[src/rtl/dijkstra_edge_feeder_pkg.sv]
// ---------------------------------------------------------------------------
// dijkstra_pkg
// Shared definitions for the Dijkstra edge feeder: FSM state encoding,
// the fixed word stride, default parameter values and a small helper that
// word-aligns a byte address.
// ---------------------------------------------------------------------------
package dijkstra_pkg;

  typedef enum logic [1:0] {
    IDLE = 2'd0,
    RUN  = 2'd1,
    FIN  = 2'd2
  } state_e;

  localparam int WORD_BYTES     = 4;

  localparam int DEF_ADDR_W     = 32;
  localparam int DEF_DATA_W     = 32;
  localparam int DEF_FIFO_DEPTH = 8;
  localparam int DEF_CNT_W      = 16;

  // Forces the two byte-offset bits to zero so every read is word aligned.
  function automatic logic [31:0] align_word(input logic [31:0] addr);
    return {addr[31:2], 2'b00};
  endfunction

endpackage

[src/rtl/dijkstra_edge_feeder_if.sv]
// ---------------------------------------------------------------------------
// dijkstra_edge_feeder_if
// Bundles the three buses the feeder talks on:
//   - Nios II custom instruction : clk_en, start, dataa, datab, done, result
//   - Avalon-MM read master      : rd_address, rd_read, rd_readdata,
//                                  rd_readdatavalid, rd_waitrequest
//   - Avalon-MM write master     : wr_write, wr_writedata, wr_waitrequest
// Modports:
//   master - the feeder's view (drives requests, done/result)
//   slave  - the environment's view (CPU, memory and accelerator slave)
// ---------------------------------------------------------------------------
interface dijkstra_edge_feeder_if
  import dijkstra_pkg::*;
#(
  parameter int ADDR_W = DEF_ADDR_W,
  parameter int DATA_W = DEF_DATA_W
);

  logic              clk_en;
  logic              start;
  logic [31:0]       dataa;
  logic [31:0]       datab;
  logic              done;
  logic [31:0]       result;

  logic [ADDR_W-1:0] rd_address;
  logic              rd_read;
  logic [DATA_W-1:0] rd_readdata;
  logic              rd_readdatavalid;
  logic              rd_waitrequest;

  logic              wr_write;
  logic [DATA_W-1:0] wr_writedata;
  logic              wr_waitrequest;

  modport master (
    input  clk_en, start, dataa, datab,
    input  rd_readdata, rd_readdatavalid, rd_waitrequest,
    input  wr_waitrequest,
    output done, result,
    output rd_address, rd_read,
    output wr_write, wr_writedata
  );

  modport slave (
    output clk_en, start, dataa, datab,
    output rd_readdata, rd_readdatavalid, rd_waitrequest,
    output wr_waitrequest,
    input  done, result,
    input  rd_address, rd_read,
    input  wr_write, wr_writedata
  );

endinterface

[src/rtl/dijkstra_edge_feeder_fifo.sv]
// ---------------------------------------------------------------------------
// feeder_fifo
// Synchronous FIFO buffering read data between the read and write masters.
// Simultaneous push and pop are accepted in every state, including full
// (the pop frees the slot being written) and empty (the pop is dropped).
// Ports:
//   clk, reset_n  clock and asynchronous active-low reset
//   i_push        write i_data at the tail
//   i_pop         discard the head word
//   i_data        data to push
//   o_data        current head word (undefined content while empty)
//   o_used        number of stored words, 0..DEPTH
//   o_empty       no words stored
//   o_full        DEPTH words stored
// ---------------------------------------------------------------------------
module feeder_fifo
  import dijkstra_pkg::*;
#(
  parameter int DEPTH  = DEF_FIFO_DEPTH,
  parameter int DATA_W = DEF_DATA_W
) (
  input  logic                       clk,
  input  logic                       reset_n,
  input  logic                       i_push,
  input  logic                       i_pop,
  input  logic [DATA_W-1:0]          i_data,
  output logic [DATA_W-1:0]          o_data,
  output logic [$clog2(DEPTH):0]     o_used,
  output logic                       o_empty,
  output logic                       o_full
);

  localparam int AW = $clog2(DEPTH);

  logic [DATA_W-1:0] r_mem [DEPTH];
  logic [AW-1:0]     r_wptr;
  logic [AW-1:0]     r_rptr;
  logic [AW:0]       r_used;

  logic              w_do_pop;
  logic              w_do_push;

  assign w_do_pop  = i_pop && !o_empty;
  // A push into a full FIFO is only safe when the head leaves this cycle.
  assign w_do_push = i_push && (!o_full || w_do_pop);

  always_ff @(posedge clk) begin
    if (w_do_push) begin
      r_mem[r_wptr] <= i_data;
    end
  end

  always_ff @(posedge clk or negedge reset_n) begin
    if (!reset_n) begin
      r_wptr <= '0;
      r_rptr <= '0;
      r_used <= '0;
    end else begin
      if (w_do_push) begin
        r_wptr <= r_wptr + 1'b1;
      end
      if (w_do_pop) begin
        r_rptr <= r_rptr + 1'b1;
      end
      case ({w_do_push, w_do_pop})
        2'b10:   r_used <= r_used + 1'b1;
        2'b01:   r_used <= r_used - 1'b1;
        default: r_used <= r_used;
      endcase
    end
  end

  assign o_data  = r_mem[r_rptr];
  assign o_used  = r_used;
  assign o_empty = (r_used == '0);
  assign o_full  = (r_used == (AW+1)'(DEPTH));

endmodule

[src/rtl/dijkstra_edge_feeder.sv]
// ---------------------------------------------------------------------------
// dijkstra_edge_feeder
// Streams edge-weight words from system memory into the Dijkstra
// accelerator. The Nios II launches a job through a custom instruction
// (dataa = byte base address, datab = word count); the block issues
// pipelined single-word Avalon reads, buffers the returned data and
// replays every word, in address order, as an Avalon write to the
// accelerator slave. done pulses for one cycle at the end of the job and
// result reports how many words were written.
// Ports:
//   clk       single clock
//   reset_n   asynchronous active-low reset
//   bus       dijkstra_edge_feeder_if.master (custom instruction, read
//             master and write master signals)
// ---------------------------------------------------------------------------
module dijkstra_edge_feeder
  import dijkstra_pkg::*;
#(
  parameter int ADDR_W     = DEF_ADDR_W,
  parameter int DATA_W     = DEF_DATA_W,
  parameter int FIFO_DEPTH = DEF_FIFO_DEPTH,
  parameter int CNT_W      = DEF_CNT_W
) (
  input  logic                  clk,
  input  logic                  reset_n,
  dijkstra_edge_feeder_if.master bus
);

  localparam int FAW = $clog2(FIFO_DEPTH);

  localparam logic [1:0] S_IDLE = IDLE;
  localparam logic [1:0] S_RUN  = RUN;
  localparam logic [1:0] S_FIN  = FIN;

  logic [1:0]        r_state;
  logic [ADDR_W-1:0] r_addr;
  logic [CNT_W-1:0]  r_count;
  logic [CNT_W-1:0]  r_issued;
  logic [CNT_W-1:0]  r_pending;
  logic [CNT_W-1:0]  r_written;
  logic [31:0]       r_result;

  logic              w_launch;
  logic [31:0]       w_base_addr;
  logic [CNT_W-1:0]  w_start_count;
  logic [CNT_W:0]    w_inflight;
  logic              w_rd_read;
  logic              w_rd_acc;
  logic              w_ret;
  logic              w_wr_write;
  logic              w_wr_acc;
  logic              w_last_write;
  logic [DATA_W-1:0] w_fifo_data;
  logic [FAW:0]      w_fifo_used;
  logic              w_fifo_empty;
  logic              w_fifo_full;
  logic              w_unused;

  assign w_launch      = (r_state == S_IDLE) && bus.clk_en && bus.start;
  assign w_base_addr   = align_word(bus.dataa);
  assign w_start_count = bus.datab[CNT_W-1:0];

  // Upper datab bits are dropped by design; full is implied by the credit
  // check below and never needed directly.
  assign w_unused = ^{w_fifo_full, bus.datab};

  // Credit: every outstanding read already owns a FIFO slot, so a new read
  // is only issued when buffered plus outstanding words leave room. The
  // terms can only shrink while a read is stalled, which keeps rd_read
  // stable under rd_waitrequest.
  assign w_inflight = {1'b0, r_pending} + (CNT_W+1)'(w_fifo_used);

  assign w_rd_read  = (r_state == S_RUN) && (r_issued < r_count) &&
                      (w_inflight < (CNT_W+1)'(FIFO_DEPTH));
  assign w_rd_acc   = w_rd_read && !bus.rd_waitrequest;

  // Returns outside a job, or with nothing outstanding, are stray and dropped.
  assign w_ret      = (r_state == S_RUN) && bus.rd_readdatavalid &&
                      (r_pending != '0);

  assign w_wr_write   = (r_state == S_RUN) && !w_fifo_empty;
  assign w_wr_acc     = w_wr_write && !bus.wr_waitrequest;
  assign w_last_write = w_wr_acc && ((r_written + 1'b1) == r_count);

  feeder_fifo #(
    .DEPTH  (FIFO_DEPTH),
    .DATA_W (DATA_W)
  ) u_fifo (
    .clk     (clk),
    .reset_n (reset_n),
    .i_push  (w_ret),
    .i_pop   (w_wr_acc),
    .i_data  (bus.rd_readdata),
    .o_data  (w_fifo_data),
    .o_used  (w_fifo_used),
    .o_empty (w_fifo_empty),
    .o_full  (w_fifo_full)
  );

  always_ff @(posedge clk or negedge reset_n) begin
    if (!reset_n) begin
      r_state   <= S_IDLE;
      r_addr    <= '0;
      r_count   <= '0;
      r_issued  <= '0;
      r_pending <= '0;
      r_written <= '0;
      r_result  <= '0;
    end else begin
      case (r_state)
        S_IDLE: begin
          if (w_launch) begin
            r_addr    <= ADDR_W'(w_base_addr);
            r_count   <= w_start_count;
            r_issued  <= '0;
            r_pending <= '0;
            r_written <= '0;
            if (w_start_count == '0) begin
              r_result <= '0;
              r_state  <= S_FIN;
            end else begin
              r_state  <= S_RUN;
            end
          end
        end

        S_RUN: begin
          if (w_rd_acc) begin
            r_issued <= r_issued + 1'b1;
            r_addr   <= r_addr + ADDR_W'(WORD_BYTES);
          end
          case ({w_rd_acc, w_ret})
            2'b10:   r_pending <= r_pending + 1'b1;
            2'b01:   r_pending <= r_pending - 1'b1;
            default: r_pending <= r_pending;
          endcase
          if (w_wr_acc) begin
            r_written <= r_written + 1'b1;
          end
          // result is loaded on entry so it is already valid while done is high.
          if (w_last_write) begin
            r_result <= 32'(r_written + 1'b1);
            r_state  <= S_FIN;
          end
        end

        S_FIN: begin
          r_state <= S_IDLE;
        end

        default: begin
          r_state <= S_IDLE;
        end
      endcase
    end
  end

  assign bus.done         = (r_state == S_FIN);
  assign bus.result       = r_result;
  assign bus.rd_address   = r_addr;
  assign bus.rd_read      = w_rd_read;
  assign bus.wr_write     = w_wr_write;
  // FIFO storage is not reset, so the head is masked to zero while empty.
  assign bus.wr_writedata = w_fifo_empty ? '0 : w_fifo_data;

endmodule

[src/flat_wrapper.sv]
// flat-port wrapper written by rule: the top's interface ports become plain ports
module dijkstra_edge_feeder_flat import dijkstra_pkg::*;
#(
  parameter int ADDR_W     = DEF_ADDR_W,
  parameter int DATA_W     = DEF_DATA_W,
  parameter int FIFO_DEPTH = DEF_FIFO_DEPTH,
  parameter int CNT_W      = DEF_CNT_W
)
  (clk, reset_n, bus_clk_en, bus_start, bus_dataa, bus_datab, bus_rd_readdata, bus_rd_readdatavalid, bus_rd_waitrequest, bus_wr_waitrequest, bus_done, bus_result, bus_rd_address, bus_rd_read, bus_wr_write, bus_wr_writedata);
  dijkstra_edge_feeder_if #(.ADDR_W(ADDR_W), .DATA_W(DATA_W)) bus_i ();
  input  logic clk;
  input  logic reset_n;
  input wire logic [$bits(bus_i.clk_en)-1:0] bus_clk_en;
  input wire logic [$bits(bus_i.start)-1:0] bus_start;
  input wire logic [$bits(bus_i.dataa)-1:0] bus_dataa;
  input wire logic [$bits(bus_i.datab)-1:0] bus_datab;
  input wire logic [$bits(bus_i.rd_readdata)-1:0] bus_rd_readdata;
  input wire logic [$bits(bus_i.rd_readdatavalid)-1:0] bus_rd_readdatavalid;
  input wire logic [$bits(bus_i.rd_waitrequest)-1:0] bus_rd_waitrequest;
  input wire logic [$bits(bus_i.wr_waitrequest)-1:0] bus_wr_waitrequest;
  output wire logic [$bits(bus_i.done)-1:0] bus_done;
  output wire logic [$bits(bus_i.result)-1:0] bus_result;
  output wire logic [$bits(bus_i.rd_address)-1:0] bus_rd_address;
  output wire logic [$bits(bus_i.rd_read)-1:0] bus_rd_read;
  output wire logic [$bits(bus_i.wr_write)-1:0] bus_wr_write;
  output wire logic [$bits(bus_i.wr_writedata)-1:0] bus_wr_writedata;
  assign bus_i.clk_en = bus_clk_en;
  assign bus_i.start = bus_start;
  assign bus_i.dataa = bus_dataa;
  assign bus_i.datab = bus_datab;
  assign bus_i.rd_readdata = bus_rd_readdata;
  assign bus_i.rd_readdatavalid = bus_rd_readdatavalid;
  assign bus_i.rd_waitrequest = bus_rd_waitrequest;
  assign bus_i.wr_waitrequest = bus_wr_waitrequest;
  assign bus_done = bus_i.done;
  assign bus_result = bus_i.result;
  assign bus_rd_address = bus_i.rd_address;
  assign bus_rd_read = bus_i.rd_read;
  assign bus_wr_write = bus_i.wr_write;
  assign bus_wr_writedata = bus_i.wr_writedata;
  dijkstra_edge_feeder #(.ADDR_W(ADDR_W), .DATA_W(DATA_W), .FIFO_DEPTH(FIFO_DEPTH), .CNT_W(CNT_W)) u_core (.clk(clk), .reset_n(reset_n), .bus(bus_i));
endmodule
[config.mk]
export PLATFORM = sky130hd
export DESIGN_NAME = dijkstra_edge_feeder_flat
export DESIGN_NICKNAME = d
export VERILOG_FILES = /design/src/rtl/dijkstra_edge_feeder_pkg.sv /design/src/rtl/dijkstra_edge_feeder_if.sv /design/src/rtl/dijkstra_edge_feeder_fifo.sv /design/src/rtl/dijkstra_edge_feeder.sv /design/src/flat_wrapper.sv
export SDC_FILE = /design/constraint.sdc
export NUM_CORES = 1
export LEC_CHECK = 0
export CAP_MARGIN = 30
export CORE_MARGIN = 2
export CORE_UTILIZATION = 45
export DETAILED_ROUTE_END_ITERATION = 12
export PLACE_DENSITY = 0.78
export SYNTH_ARGS = -nofsm -noshare
export SYNTH_HDL_FRONTEND = slang
export SYNTH_SLANG_ARGS = --single-unit
[constraint.sdc]
create_clock -name clk -period 8.76 [get_ports clk]
set_input_delay 1.314 -clock clk [delete_from_list [all_inputs] [get_ports clk]]
set_output_delay 1.314 -clock clk [all_outputs]
set_load 0.02 [all_outputs]
=== After elaboration in Yosys (flattened, before gate mapping) ===
Memory sizes are Yosys's and may differ from the RTL's.
Cells that the tools add are included.

* Memories: 1
* Register bits after elaboration: 140
* Input bits: 103
* RAM bits: 256

* Reduce and logical (&&, ||, !) cells: 29
* Muxes and demuxes: 22
* Equal/unequal tests: 14
* $add $sub $neg: 11
* $lt $le $gt $ge: 2

{| class="wikitable"
|+ Memory list
! name !! words !! bits a word !! rd ports !! clocked after Yosys merged registers in !! wr ports !! RTL line !! RTL
|-
| u_core.u_fifo.r_mem || 8 || 32 || 1 || 0 || 1 || dijkstra_edge_feeder_fifo.sv:35 || <nowiki>logic [DATA_W-1:0] r_mem [DEPTH];</nowiki>
|}

{| class="wikitable"
|+ Operator list
! operator !! count
|-
| 32-bit 2-to-1 mux || 6
|-
| 16-bit case mux with 2 select lines || 4
|-
| 32-bit case mux with 2 select lines || 2
|-
| 16-bit by 1-bit adder with 16-bit output (second input constant) || 3
|-
| 16-bit 2-to-1 mux || 3
|-
| 32-bit by 3-bit adder with 32-bit output (second input constant) || 1
|-
| 16-bit by 1-bit adder with 17-bit output (second input constant) || 1
|-
| 16-bit by 4-bit adder with 17-bit output || 1
|-
| 17-bit by 4-bit less-than comparator with 1-bit output (second input constant) || 1
|-
| 16-bit equality test || 1
|-
| 16-bit logical NOT || 1
|-
| 16-bit less-than comparator || 1
|-
| 16-bit nonzero test || 1
|-
| 16-bit by 1-bit subtractor with 16-bit output (second input constant) || 1
|-
| 1-bit logical AND || 12
|-
| 3-bit AND reduction || 3
|-
| 4-bit case mux with 2 select lines || 1
|-
| 3-bit by 1-bit adder with 3-bit output (second input constant) || 2
|-
| 2-bit by 1-bit equality test with 1-bit output (second input constant) || 3
|-
| 2-bit equality test (second input constant) || 3
|-
| 2-bit 2-to-1 mux || 3
|-
| 2-bit by 1-bit inequality test with 1-bit output (second input constant) || 3
|-
| 4-bit by 1-bit adder with 4-bit output (second input constant) || 1
|-
| 4-bit equality test (second input constant) || 1
|-
| other kinds (12) || 19
|}

=== Depth between registers and ports, before layout ===
* Word-level depth: 9
* Depth in mapped cells: 19
* Mapped depth without buffers: 19

=== Hierarchy ===
A second synthesis with hierarchy kept.

* Cell total of the unflattened synthesis: 1,342
* Area total of the unflattened synthesis: 18,345.1 um^2

{| class="wikitable"
|+ By module, submodules not included
! module !! cells an instance !! area each (um^2) !! instances !! seq. area each (um^2)
|-
| feeder_fifo || 436 || 10,383.7 || 1 || 7,937.6
|-
| dijkstra_edge_feeder || 906 || 7,961.4 || 1 || 2,827.7
|}

=== Least setup slack after synthesis ===
Ideal clock, no wire load.

* Kind: input to register
* Start point: input port bus_wr_waitrequest
* End point: memory u_core.u_fifo.r_mem[1][0] in the netlist's numbering, enable pin
* Cell stages on the path: 5
* Setup slack: 2,839 ps
* Buffers on the path: 1
* Required time: 8,247 ps
* Arrival: 5,408 ps
* Cell sequence: or3_1 > clkbuf_1 > nand3_1 > nand2_1 > nor4b_1

* Word-level cells in the longest chain between the ends: 7

{| class="wikitable"
|+ Ends and longest elaborated chain
! what !! RTL line !! RTL
|-
| start: declaration || flat_wrapper.sv:20 || <nowiki>input wire logic [$bits(bus_i.wr_waitrequest)-1:0] bus_wr_waitrequest;</nowiki>
|-
| 1-bit logical NOT || dijkstra_edge_feeder.sv:82 || <nowiki>assign w_wr_acc = w_wr_write && !bus.wr_waitrequest;</nowiki>
|-
| 1-bit logical AND || dijkstra_edge_feeder.sv:82 ||
|-
| 1-bit logical AND || dijkstra_edge_feeder_fifo.sv:43 || <nowiki>assign w_do_pop = i_pop && !o_empty;</nowiki>
|-
| 1-bit logical OR || dijkstra_edge_feeder_fifo.sv:45 || <nowiki>assign w_do_push = i_push && (!o_full || w_do_pop);</nowiki>
|-
| 1-bit logical AND || dijkstra_edge_feeder_fifo.sv:45 ||
|-
| 1-bit 2-to-1 mux || dijkstra_edge_feeder_fifo.sv:48 || <nowiki>if (w_do_push) begin</nowiki>
|-
| 1-bit 2-to-1 mux (implied by the code) || dijkstra_edge_feeder_fifo.sv:49 || <nowiki>r_mem[r_wptr] <= i_data;</nowiki>
|-
| end: declaration || dijkstra_edge_feeder_fifo.sv:35 ||
|}

Every way passes these cells.

=== Worst setup path in the final report ===
* Start point: register u_core.u_fifo.r_used[1] (netlist: u_core.u_fifo.o_used[1])
* End point: register u_core.r_pending[14]

* Word-level cells in the longest chain between the ends: 7
* Elaborated cells on any way between the ends: 10
* Classes of those cells: 1 x add/sub; 1 x order compare; 3 x eq/ne; 2 x mux; 3 x reduce/logical

{| class="wikitable"
|+ Ends and longest elaborated chain
! what !! RTL line !! RTL
|-
| start: declaration || dijkstra_edge_feeder_fifo.sv:38 || <nowiki>logic [AW:0] r_used;</nowiki>
|-
| start signal: assignment || dijkstra_edge_feeder_fifo.sv:66 || <nowiki>2'b10: r_used <= r_used + 1'b1;</nowiki>
|-
| start signal: assignment || dijkstra_edge_feeder_fifo.sv:67 || <nowiki>2'b01: r_used <= r_used - 1'b1;</nowiki>
|-
| start signal: assignment || dijkstra_edge_feeder_fifo.sv:68 || <nowiki>default: r_used <= r_used;</nowiki>
|-
| 16-bit by 4-bit adder with 17-bit output * || dijkstra_edge_feeder.sv:71 || <nowiki>assign w_inflight = {1'b0, r_pending} + (CNT_W+1)'(w_fifo_used);</nowiki>
|-
| 17-bit by 4-bit less-than comparator with 1-bit output * || dijkstra_edge_feeder.sv:74 || <nowiki>(w_inflight < (CNT_W+1)'(FIFO_DEPTH));</nowiki>
|-
| 1-bit logical AND * || dijkstra_edge_feeder.sv:73 || <nowiki>assign w_rd_read = (r_state == S_RUN) && (r_issued < r_count) &&</nowiki>
|-
| 1-bit logical AND * || dijkstra_edge_feeder.sv:75 || <nowiki>assign w_rd_acc = w_rd_read && !bus.rd_waitrequest;</nowiki>
|-
| 2-bit by 1-bit equality test with 1-bit output / 2-bit equality test (equally long branches) || dijkstra_edge_feeder.sv:132 || <nowiki>case ({w_rd_acc, w_ret})</nowiki>
|-
| 16-bit case mux with 2 select lines / 3-bit inequality test (equally long branches) || n/a ||
|-
| 16-bit case mux with 2 select lines / 3-bit AND reduction (equally long branches) || n/a ||
|-
| end signal: assignment || dijkstra_edge_feeder.sv:133 || <nowiki>2'b10: r_pending <= r_pending + 1'b1;</nowiki>
|-
| end signal: assignment || dijkstra_edge_feeder.sv:134 || <nowiki>2'b01: r_pending <= r_pending - 1'b1;</nowiki>
|-
| end signal: assignment || dijkstra_edge_feeder.sv:135 || <nowiki>default: r_pending <= r_pending;</nowiki>
|-
| end: declaration || dijkstra_edge_feeder.sv:39 || <nowiki>logic [CNT_W-1:0] r_pending;</nowiki>
|}

Every way passes the cells marked *; elsewhere a longest branch is shown, timed or not.
A chain may end at the register's enable or synchronous reset.

==> flow_results.org <==
** Run status
- The run finished with clean final reports.

** Setup path
- Of all nets on the critical path, the largest fanout is 17.
- Required time of the worst setup path :: 9140 ps
- Kind of capture point of the worst setup path :: flop
- The worst setup path is of the reg -> reg kind.
- STA classifies the critical path startpoint as a flop.
- CP Data Arrival Time :: about 5500 ps

** Logic synthesis
- By area the synthesized netlist is led by sky130_fd_sc_hd__edfxtp_1, sky130_fd_sc_hd__dfrtp_1, sky130_fd_sc_hd__mux4_2.
- Counting flops with an async set or reset pin after synthesis yields a share of ~32%.
- Cell type with the highest aggregate area in the netlist :: sky130_fd_sc_hd__edfxtp_1
- Counting flops with a built-in enable in the synthesized netlist gives 256.
- Post-Synth Simple-Gate Area :: 10.0%
- The synthesized netlist contains 63 unique library cells.
- After synthesis, flip-flops and latches occupy ~61% of the total area.
- Of the total synthesized cell area, the portion taken by XOR and XNOR cells is 2.68%.
- Top flip-flop cell by instance count after synthesis :: sky130_fd_sc_hd__edfxtp_1
- Synth Register Bits :: between 300 and 400
- Post-Syn Area :: about 18000 um2
- Mean instance size in the synthesized netlist :: 13.6 um2
- By area, the combinational part of the netlist is dominated by multiplexers.
- sky130_fd_sc_hd__edfxtp_1 is the most common cell in the netlist.
- Post-synthesis mux area share :: 10.3%
- Share of the synthesized area in compound gates (AO/OA/AOI/OAI) :: 9.46%
- The share of synthesized area in the top cell type comes to 43.8%.
- During synthesis, Yosys emitted a total of 0 warnings.
- Ranking of synthesized cells by instance count :: sky130_fd_sc_hd__edfxtp_1, sky130_fd_sc_hd__dfrtp_1, sky130_fd_sc_hd__nor2_1, sky130_fd_sc_hd__nand2_1, sky130_fd_sc_hd__mux4_2
- Gate count of the mapped netlist :: approximately 1300
- Fraction of the mapped netlist area in adder cells :: 3.08%

** Global route
- The number of antenna violations at the first check in global routing was 1.
- Entering global routing, the biggest net connects 68 pins.
- The global routing stage identified its most utilized layer as met2.
- Wire length of the first global-routing pass :: 63.1 mm
- In the global route stage, met3 resource usage came out at 3.19%.
- GRT Residual Overflow :: 0
- Global-route met2 utilization :: 32.1%
- The number of global-route vias before repair was 11304.
- GRT Total Usage :: 19.7%
- Global routing used 27.5% of the available met1 tracks.

** Timing
- For the pin with the worst max-slew slack, the measured transition is 966 ps.
- Setup repair after global routing left no endpoint under its margin.
- Final hold slack :: 484 ps
- Clock skew on the completed layout was measured at 25.8 ps.
- Setup_tns :: 0 ps
- Final Slew Violations :: 0
- Number of hold violations in the final report :: 0
- Setup violations remaining at the end of the flow were counted as 0.
- The worst path needs 5150 ps of the cycle, external delays included.
- After layout, the worst path uses 58.7% of the clock period.
- Relative slew slack :: 35.6%
- Fmax :: 194 MHz

** Power and ir drop
- Total power divided by cell area :: roughly 320 nW/um2
- In this run the static leakage power is 7.64 nW.
- Worst voltage drop across the vdd grid :: 0.197 mV

** Run
- Max-cap violations :: 0

** Die
- Number of placement rows :: 72
- The total area inside the core boundary comes to around 39000 um2.
- The die covers 40600 um2.
- Chip height :: roughly 200 um
- For this design the top-level I/O count stands at between 200 and 250.
- Overall die width :: slightly above 200 um
- Once the floorplan was initialized, standard cells occupied roughly 45% of the core.

** Clock network
- Clk slew on worst S/H paths :: 60 ps
- CTS sink cnt :: 379
- The number of gates resized after CTS was 0.
- Inserted Clock Buffers :: 39
- Number of H-tree branching levels :: 2
- Clock tree synthesis selected as its root buffer the cell sky130_fd_sc_hd__clkbuf_16.
- Post-CTS repair timing setup buffer count :: 0
- Hold buffers post-CTS :: 0
- CTS tree :: built
- The later pin in the worst-skew pair is clocked with a latency of 550 ps.
- No sink is reached through more buffers than the 3 on the longest clock path.

** Layout
- Synth-to-layout area growth :: 19.2%
- At the end of the flow, the number of nets in the layout was 1593.
- Of the cells placed in the final design, the portion with a size suffix greater than 1 is a little over a tenth.
- Filler-free cell count of the finished design :: between 1500 and 2000
- ANT cells :: 0
- Counting the fill cells in the layout gives 3143.

** Placed design
- Port buffer count :: roughly 170
- Detailed placement ended at an HPWL of 23.8 mm.
- Routability congestion estimate from global placement :: around 0.84
- In this run, placement finished with an instance count of 1925.

** Route
- Wires add up to 39.9 mm.
- The detail route stage leaves a number of antenna-violating nets equal to 0.
- Ratio of routed vias to standard cells :: 5.76
- Dividing the detail-routed wire length by the instance count gives 20.0 um.
- After detailed routing, the number of remaining DRC violations is 0.
- Number of DRC markers after the initial detailed-route iteration :: 1040
- Before antenna repair, the detailed router went through 5 iterations.
- Via count :: 11467

** Worst hold path
- Class of the tightest hold or removal check :: reg -> reg
==> metrics by stage <==
stage	instance area (um2)	utilization, %	power (W)	setup WS (ps)
floorplan	17600	-	0.00417	2840
global placement	19700	51.1	0.00502	3460
detailed placement	19700	51.1	0.00509	3400
CTS	20900	54.2	0.00668	3570
global route	20900	54.2	0.00697	3160
finish	20900	54.2	0.00662	3610
==> layer usage <==
layer  routed length (um)  share of wire [%]
met3                 2290                5.7
met1                17400                 44
met2                19400                 49
met4                  739                1.9
met5                   16              0.040
==> power by group <==
part / internal (W) / switching, W / leakage [nW]
clock network: 0.000890 / 0.000671 / 0.585
logic: 0.00116 / 0.00132 / 3.20
registers: 0.00226 / 0.000325 / 3.86
==> layout by cell type (no fill, tap or decap), drive strengths merged, types with 5 or more instances in the layout <==
cell type,count
edfxtp,256
clkdlybuf4s50,165
dfrtp,123
nor2,95
nand2,88
mux4,64
o21ai,61
clkbuf,55
a21oi,52
nand3,50
ha,40
mux2i,37
xnor2,33
inv,31
a31oi,23
buf,20
nor3,19
o22a,18
o2bb2ai,17
conb,17
nor4,16
and3,15
nand4,14
a21o,13
xor2,13
o31ai,12
o211ai,11
nand2b,11
and2,10
or4,10
clkinv,9
o22ai,8
o2bb2a,7
or3,6
a41oi,5
a211oi,5
==> path summary, 6_finish.rpt <==
path | from | to | slack [ps] | cells past startpoint
min in group asynchronous | reset_n | u_core.bus.rd_address[31] | 880 | 1
max | u_core.u_fifo.o_used[1] | u_core.r_pending[14] | 3610 | 18
max reg2reg | u_core.u_fifo.o_used[1] | u_core.r_pending[14] | 3610 | 18
min | u_core.bus.result[8] | u_core.bus.result[8] | 480 | 1
min reg2reg | u_core.bus.result[8] | u_core.bus.result[8] | 480 | 1
max in group asynchronous | reset_n | u_core.r_written[5] | 6620 | 2
==> critical path, stage by stage, from the launching register on <==
cell,delay [ps]
sky130_fd_sc_hd__dfrtp_1,470
sky130_fd_sc_hd__ha_1,340
sky130_fd_sc_hd__a31o_1,220
sky130_fd_sc_hd__a21o_1,200
sky130_fd_sc_hd__a21oi_1,270
sky130_fd_sc_hd__nor3_1,120
sky130_fd_sc_hd__mux2i_1,170
sky130_fd_sc_hd__nor4b_1,360
sky130_fd_sc_hd__nand2b_1,120
sky130_fd_sc_hd__ha_1,450
sky130_fd_sc_hd__fa_1,510
sky130_fd_sc_hd__a21o_1,170
sky130_fd_sc_hd__a21o_1,210
sky130_fd_sc_hd__a211oi_1,320
sky130_fd_sc_hd__o31ai_1,180
sky130_fd_sc_hd__or4_1,420
sky130_fd_sc_hd__a31oi_1,230
sky130_fd_sc_hd__xor2_1,150
sky130_fd_sc_hd__o21ai_0,80
==> area by class of cell <==
| class | instances | area (um2) | area share [%] |
|---|---|---|---|
| clock buffers | 55 | 1120 | 5.35 |
| clock inverters | 12 | 80.1 | 0.383 |
| inverters | 29 | 109 | 0.521 |
| multi-input cells | 814 | 6370 | 30.5 |
| flip-flops and latches | 379 | 10800 | 51.5 |
| well taps | 518 | 648 | 3.10 |
| repair buffers | 185 | 1810 | 8.64 |
==> flip-flops by register name (all words and copies together) (netlist names) <==
signal                 cells
u_core.bus.result         17
u_core.u_fifo.r_rptr       3
u_core.r_pending          16
u_core.r_count            16
u_core.r_state             2
u_core.u_fifo.r_mem      256
u_core.r_issued           16
u_core.u_fifo.r_wptr       3
u_core.u_fifo.o_used       4
u_core.bus.rd_address     30
u_core.r_written          16
==> logic make-up (layout without fill, tap and decap cells) <==
logic type	after synthesis	after routing
DFF	379	379
and+or+nand+nor	353	353
AOI/OAI and AO/OA	252	252
buffers and inverters	115	281
muxes	101	101
xor gates and xnor gates	49	49
adders and majority gates	42	42
other	1	17
Power figures use the tool's default switching activity.
==> patch 1: new RTL, same settings <==
Reset style: synchronous (`reset_n`), changed in 2 clocked blocks. Comments in the files are not updated.
--- a/src/rtl/dijkstra_edge_feeder_fifo.sv
+++ b/src/rtl/dijkstra_edge_feeder_fifo.sv
@@ -50,7 +50,7 @@
     end
   end
 
-  always_ff @(posedge clk or negedge reset_n) begin
+  always_ff @(posedge clk) begin
     if (!reset_n) begin
       r_wptr <= '0;
       r_rptr <= '0;
--- a/src/rtl/dijkstra_edge_feeder.sv
+++ b/src/rtl/dijkstra_edge_feeder.sv
@@ -97,7 +97,7 @@
     .o_full  (w_fifo_full)
   );
 
-  always_ff @(posedge clk or negedge reset_n) begin
+  always_ff @(posedge clk) begin
     if (!reset_n) begin
       r_state   <= S_IDLE;
       r_addr    <= '0;
Behaviour: differs if reset_n is asserted again (counterexample within 4 cycles, from zero or initial values and one cycle with reset_n low); with reset_n held inactive, the same outputs for 4 cycles.
==> patch 1 against the original RTL <==
- setup slack better by 0.34 ns
- design area up 1.0%
- routed wire length up 2.1%
- critical path depth down 6
- area after synthesis up 0.53%
- sequential cell count up 3
- critical path type is now in -> reg
- highest routed layer unchanged
Power is not compared: it rests on default switching activity, and its combinational part moved more than twofold at a synthesized area within 25%.
==> patch 1: results (changes against the original RTL) <==
- Compound-gate portion of the synthesized area: 7.37% (-2.1 points)
- Worst-Margin Slew: 1.00 ns (+0.0361 ns)
- H-tree depth: 2 (unchanged)
- Postcts setup bufs: 0 (unchanged)
- Status: completed
- R2r setup slk: 4.04 ns (+0.43 ns)
- IO buf count: 166 (unchanged)
- XOR/XNOR share of the synthesized area: 3.62% (+0.94 points)
- Crit path max fanout: 19 (+2)
- DRT iter0 DRCs: 930 (-11%)
- Switching pwr: 847 uW
- Min-delay src: u_core.bus.result[10]$_SDFFE_PN0P_
- Hold_ws: 0.458 ns (-0.0258 ns)
- Pre-CTS setup slack: 3.42 ns (+0.0243 ns)
- Skew-Pair Late Insertion Delay: 0.57 ns (+0.02 ns)
- Worst Clk Skew: 0.0362 ns (+0.0103 ns)
- Mux cell area share after synthesis: 12.3% (+2.0 points)
- Vias in the first global route: 11,800 (+4.1%)
- Commonest cells in the netlist: edfxtp_1, nand2_1, dfxtp_1
- Share of layout cells above drive strength 1: 11.7% (+0.69 points)
- Fill count: 3,078 (-2.1%)
- Synth Flop Type: edfxtp_1
- Synth area leaders: edfxtp_1, dfxtp_1, mux4_2
- Yosys warns: 0 (unchanged)
- Antenna violations before repair: 2 (+1)
- Post-synth ARST share: 0% (-32 points)
- Pleak: 7.03 nW
- Sequential fraction of the synthesis area: 57.9% (-3.5 points)
- Placed Instances: 2,040 (+6.0%)
- Vias per Instance: 5.63 (-2.2%)
- WHS Endpoint: u_core.bus.result[10]$_SDFFE_PN0P_
- Synth cell types: 73 (+16%)
- Diode count: 0 (unchanged)
- CTS buffer count: 40 (+2.6%)
- First-pass GRT wire length: 64,500 um (+2.1%)
- Critical Path Start: bus_rd_waitrequest
- Fmax: 208 MHz (+7.0%)
- CP max-delay cell: clkdlybuf4s50_1
- Max reg flops: 256 (unchanged)
- Final net count: 1,709 (+7.3%)
- Largest net degree at the start of global routing: 89 (+31%)
- Post-Syn Area per Cell: 12.6 um2 (-7.6%)
- Cell count of the worst hold path: 2 (+1)
- Critical path arrival: 5.28 ns (-0.25 ns)
- Final WL: 40,800 um (+2.1%)
- Instance area at placement: 19,800 um2 (+0.64%)
- Final Non-Filler Cells: 2,111 (+6.0%)
- Post-Synth Adder-Cell Area: 3.06% (-0.016 points)
- Total track usage: 20.0% (+0.32 points)
- Crit-path max cell delay: 0.97 ns (+0.46 ns)
- RR Startpoint: u_core.r_count[10]$_SDFFE_PN0P_
- Setup crit end: u_core.r_pending[15]$_SDFFE_PN0P_
- Worst-path clk slew: 0.06 ns (about the same)
- Gp weighted congestion: 0.853 (+1.7%)
- Final HPWL DP: 25,300 um (+6.1%)
- Hold WC Path Type: reg -> reg
## patch 1: changes by cell type after synthesis, sizes merged, moves of 18 or more
cell | before | now
o22a | 18 | 0
mux2i | 37 | 68
o21ai | 61 | 37
nand2 | 88 | 148
dfxtp | 0 | 126
nor2 | 95 | 115
dfrtp | 123 | 0
## patch 1: cell type report
cell class / instances / area, um2 / area share (%)
Tap cell: 518 / 648 / 3.07
Multi-Input combinational cell: 912 / 6940 / 32.8
Sequential cell: 382 / 10200 / 48.4
Inverter: 33 / 124 / 0.587
Clock buffer: 51 / 1070 / 5.08
Clock inverter: 20 / 215 / 1.02
Timing Repair Buffer: 195 / 1910 / 9.03
## patch 1: per-layer routing
metal  GRT usage, %  vias to the layer above  wire [um]  share of wire [%]
met5              0                        -         23              0.056
met4           5.78                        4        759                1.9
met3           3.48                       60       2590                6.3
met2           32.5                      413      19600                 48
met1           27.5                     5839      17800                 44
li1               -                     5570          -                  -
==> patch 2: new RTL, same settings <==
Without the edit above. The package constant `DEF_ADDR_W` goes from 32 to 40.
--- a/src/rtl/dijkstra_edge_feeder_pkg.sv
+++ b/src/rtl/dijkstra_edge_feeder_pkg.sv
@@ -14,7 +14,7 @@
 
   localparam int WORD_BYTES     = 4;
 
-  localparam int DEF_ADDR_W     = 32;
+  localparam int DEF_ADDR_W     = 40;
   localparam int DEF_DATA_W     = 32;
   localparam int DEF_FIFO_DEPTH = 8;
   localparam int DEF_CNT_W      = 16;
Ports: changed (resized bus_rd_address); port bits go from 202 to 210. No check against the original RTL was run, so the function may have changed too.
==> patch 2 against the original RTL <==
- count of clock-buffer cells in the layout down 5
- total power shrank 5.6%
- sequential cell count rose by 8
- clock skew down 0.0041 ns
- sequential power is 4% lower
- area after synthesis rose by 3.6%
- largest cell class unchanged
- setup slack worse by 0.25 ns
- highest routed layer is now met4
- design area rose by 4.3%
- non-clock buffer count increased by 12
- routed wire length is 11% higher
- first-iteration DRC count is 14% lower
- combinational power down 15%
- sequential share of layout area decreased by 1.2 points
- critical path depth down 1
==> patch 2: results (changes against the original RTL) <==
- Status: completed
- Vias in the first global route: 12,100 (+7.1%)
- Synth area leaders: edfxtp_1, dfrtp_1, mux4_2
- Final HPWL DP: 28,100 um (+18%)
- Worst slew margin: 36.1% (+0.56 points)
- Share of the synthesized area in the top cell type: 42.3% (-1.5 points)
- Share of layout cells above drive strength 1: 12.4% (+1.4 points)
- Critical path arrival: 5.80 ns (+0.27 ns)
- Worst Clk Skew: 0.0218 ns (-0.00410 ns)
- Sequential fraction of the synthesis area: 60.3% (-1.1 points)
- Synth Flop Type: edfxtp_1
- Number of synthesized flops with an enable pin: 256 (unchanged)
- CTS buffer count: 40 (+2.6%)
- Post-synth ARST share: 33.9% (+1.4 points)
- TritonRoute pass-1 iters: 5 (unchanged)
- Max VDD drop: 0.000291 V (+48%)
- Antenna violations before repair: 1 (unchanged)
- Gp weighted congestion: 0.856 (+2.1%)
- CTS Buffer Depth: 3 (unchanged)
- Reg2Reg Depth: 17 (-1)
- First-pass GRT wire length: 68,500 um (+8.5%)
- Pleak: 8.03 nW (+5.1%)
- IO buf count: 174 (+4.8%)
- Root buf cell: clkbuf_16
- Crit path max fanout: 17 (unchanged)
- Largest register by flop count: u_core.u_fifo.r_mem
- Final net count: 1,682 (+5.6%)
- H-tree depth: 2 (unchanged)
- Worst-path clk slew: 0.06 ns (about the same)
- Fill count: 3,197 (+1.7%)
- CTS resizes: 0 (unchanged)
- Commonest cells in the netlist: edfxtp_1, dfrtp_1, nand2_1
- Synth cell types: 76 (+21%)
- Skew-Pair Late Insertion Delay: 0.57 ns (+0.02 ns)
- Hold WC Path Type: reg -> reg
- Cell count of the worst hold path: 1 (unchanged)
- Sw frac: 33.0% (-1.9 points)
- Yosys warns: 0 (unchanged)
- DRT iter0 DRCs: 891 (-14%)
- Gate power share: 33.6% (-3.8 points)
- Clk pwr share: 27.0% (+3.4 points)
- Total track usage: 21.2% (+1.5 points)
- R2r setup slk: 3.36 ns (-0.25 ns)
- Vias per Instance: 5.86 (+1.7%)
- Max reg flops: 256 (unchanged)
- Postcts setup bufs: 0 (unchanged)
- Wire length per cell: 21.1 um (+5.5%)
- Largest net degree at the start of global routing: 69 (+1.5%)
-- patch 2: changes by cell type after synthesis, moves of 7 or more --
cell and change:
nand2_1 +13, o22a_1 -8, dfrtp_1 +8, inv_1 +22, o2bb2a_1 -7, a31oi_1 -7
a21oi_1 +24, o22ai_1 +10, nor4_1 +7, nor2_1 -11, o211ai_1 -8, nor3_1 +8
-- patch 2: final cells by class --
cell class                      count  area share (%)
Antenna cell                        1          0.0115
Clock buffer                       50            5.09
Clock inverter                     24           0.929
Inverter                           51           0.878
Multi-Input combinational cell    860            31.0
Sequential cell                   387            50.3
Tap cell                          525            3.01
Timing Repair Buffer              197            8.80
-- patch 2: stage by stage --
step                cell area (um2)  hold WS, ns  worst slack [ns]  power, mW  cells
floorplan                     18200        0.455              2.77       3.84   1382
global placement              20500        0.470              3.34       4.55   2018
detailed placement            20500        0.481              3.26       4.61   2020
CTS                           21800        0.492              3.37       6.31   2094
global route                  21800        0.507              2.94       6.57   2094
finish                        21800        0.491              3.36       6.25   2095
-- patch 2: critical path, cell delays in order, from the launching register on --
cell       delay, ns
dfrtp_1         0.45
ha_1            0.32
a31o_2          0.27
a21o_1          0.21
a21oi_1         0.34
mux2i_1         0.29
and2_1          0.24
o2111ai_4       0.16
ha_1            0.50
fa_1            0.51
a21o_1          0.17
a21oi_1         0.24
o21ai_0         0.16
o41ai_1         0.66
o21ai_0         0.28
o22ai_1         0.21
xor2_1          0.15
o21ai_0         0.08
-- patch 2: logic make-up (layout without fill, tap and decap cells) --
family | after synthesis | in the layout | synth area share [%]
buf+inv | 135 | 322 | 3.34
fa+ha+maj | 42 | 42 | 2.97
mux | 104 | 104 | 10.1
other cells | 1 | 18 | 0.0206
simple gates | 364 | 364 | 10.2
compound gates | 281 | 281 | 10.2
flops | 387 | 387 | 60.3
xor+xnor | 52 | 52 | 2.81
-- patch 2: final timing paths --
path | from | endpoint
worst max register to register | u_core.u_fifo.o_used[1]$_DFFE_PN0P_ | u_core.r_pending[12]$_DFFE_PN0P_
worst min register to register | u_core.r_issued[15]$_DFFE_PN0P_ | u_core.r_issued[15]$_DFFE_PN0P_
min in group asynchronous | reset_n | u_core.bus.rd_address[10]$_DFFE_PN0P_
max in group asynchronous | reset_n | u_core.r_count[0]$_DFFE_PN0P_
worst min-delay path | u_core.r_issued[15]$_DFFE_PN0P_ | u_core.r_issued[15]$_DFFE_PN0P_
worst max-delay path | u_core.u_fifo.o_used[1]$_DFFE_PN0P_ | u_core.r_pending[12]$_DFFE_PN0P_
-- patch 2: layer usage --
layer / vias to the layer above / global-route usage, % / wire length (um)
li1: 5550 / - / -
met1: 6147 / 27.3 / 17800
met2: 501 / 36.1 / 22100
met3: 69 / 4.36 / 3300
met4: 0 / 6.32 / 1020
met5: - / 0 / 0
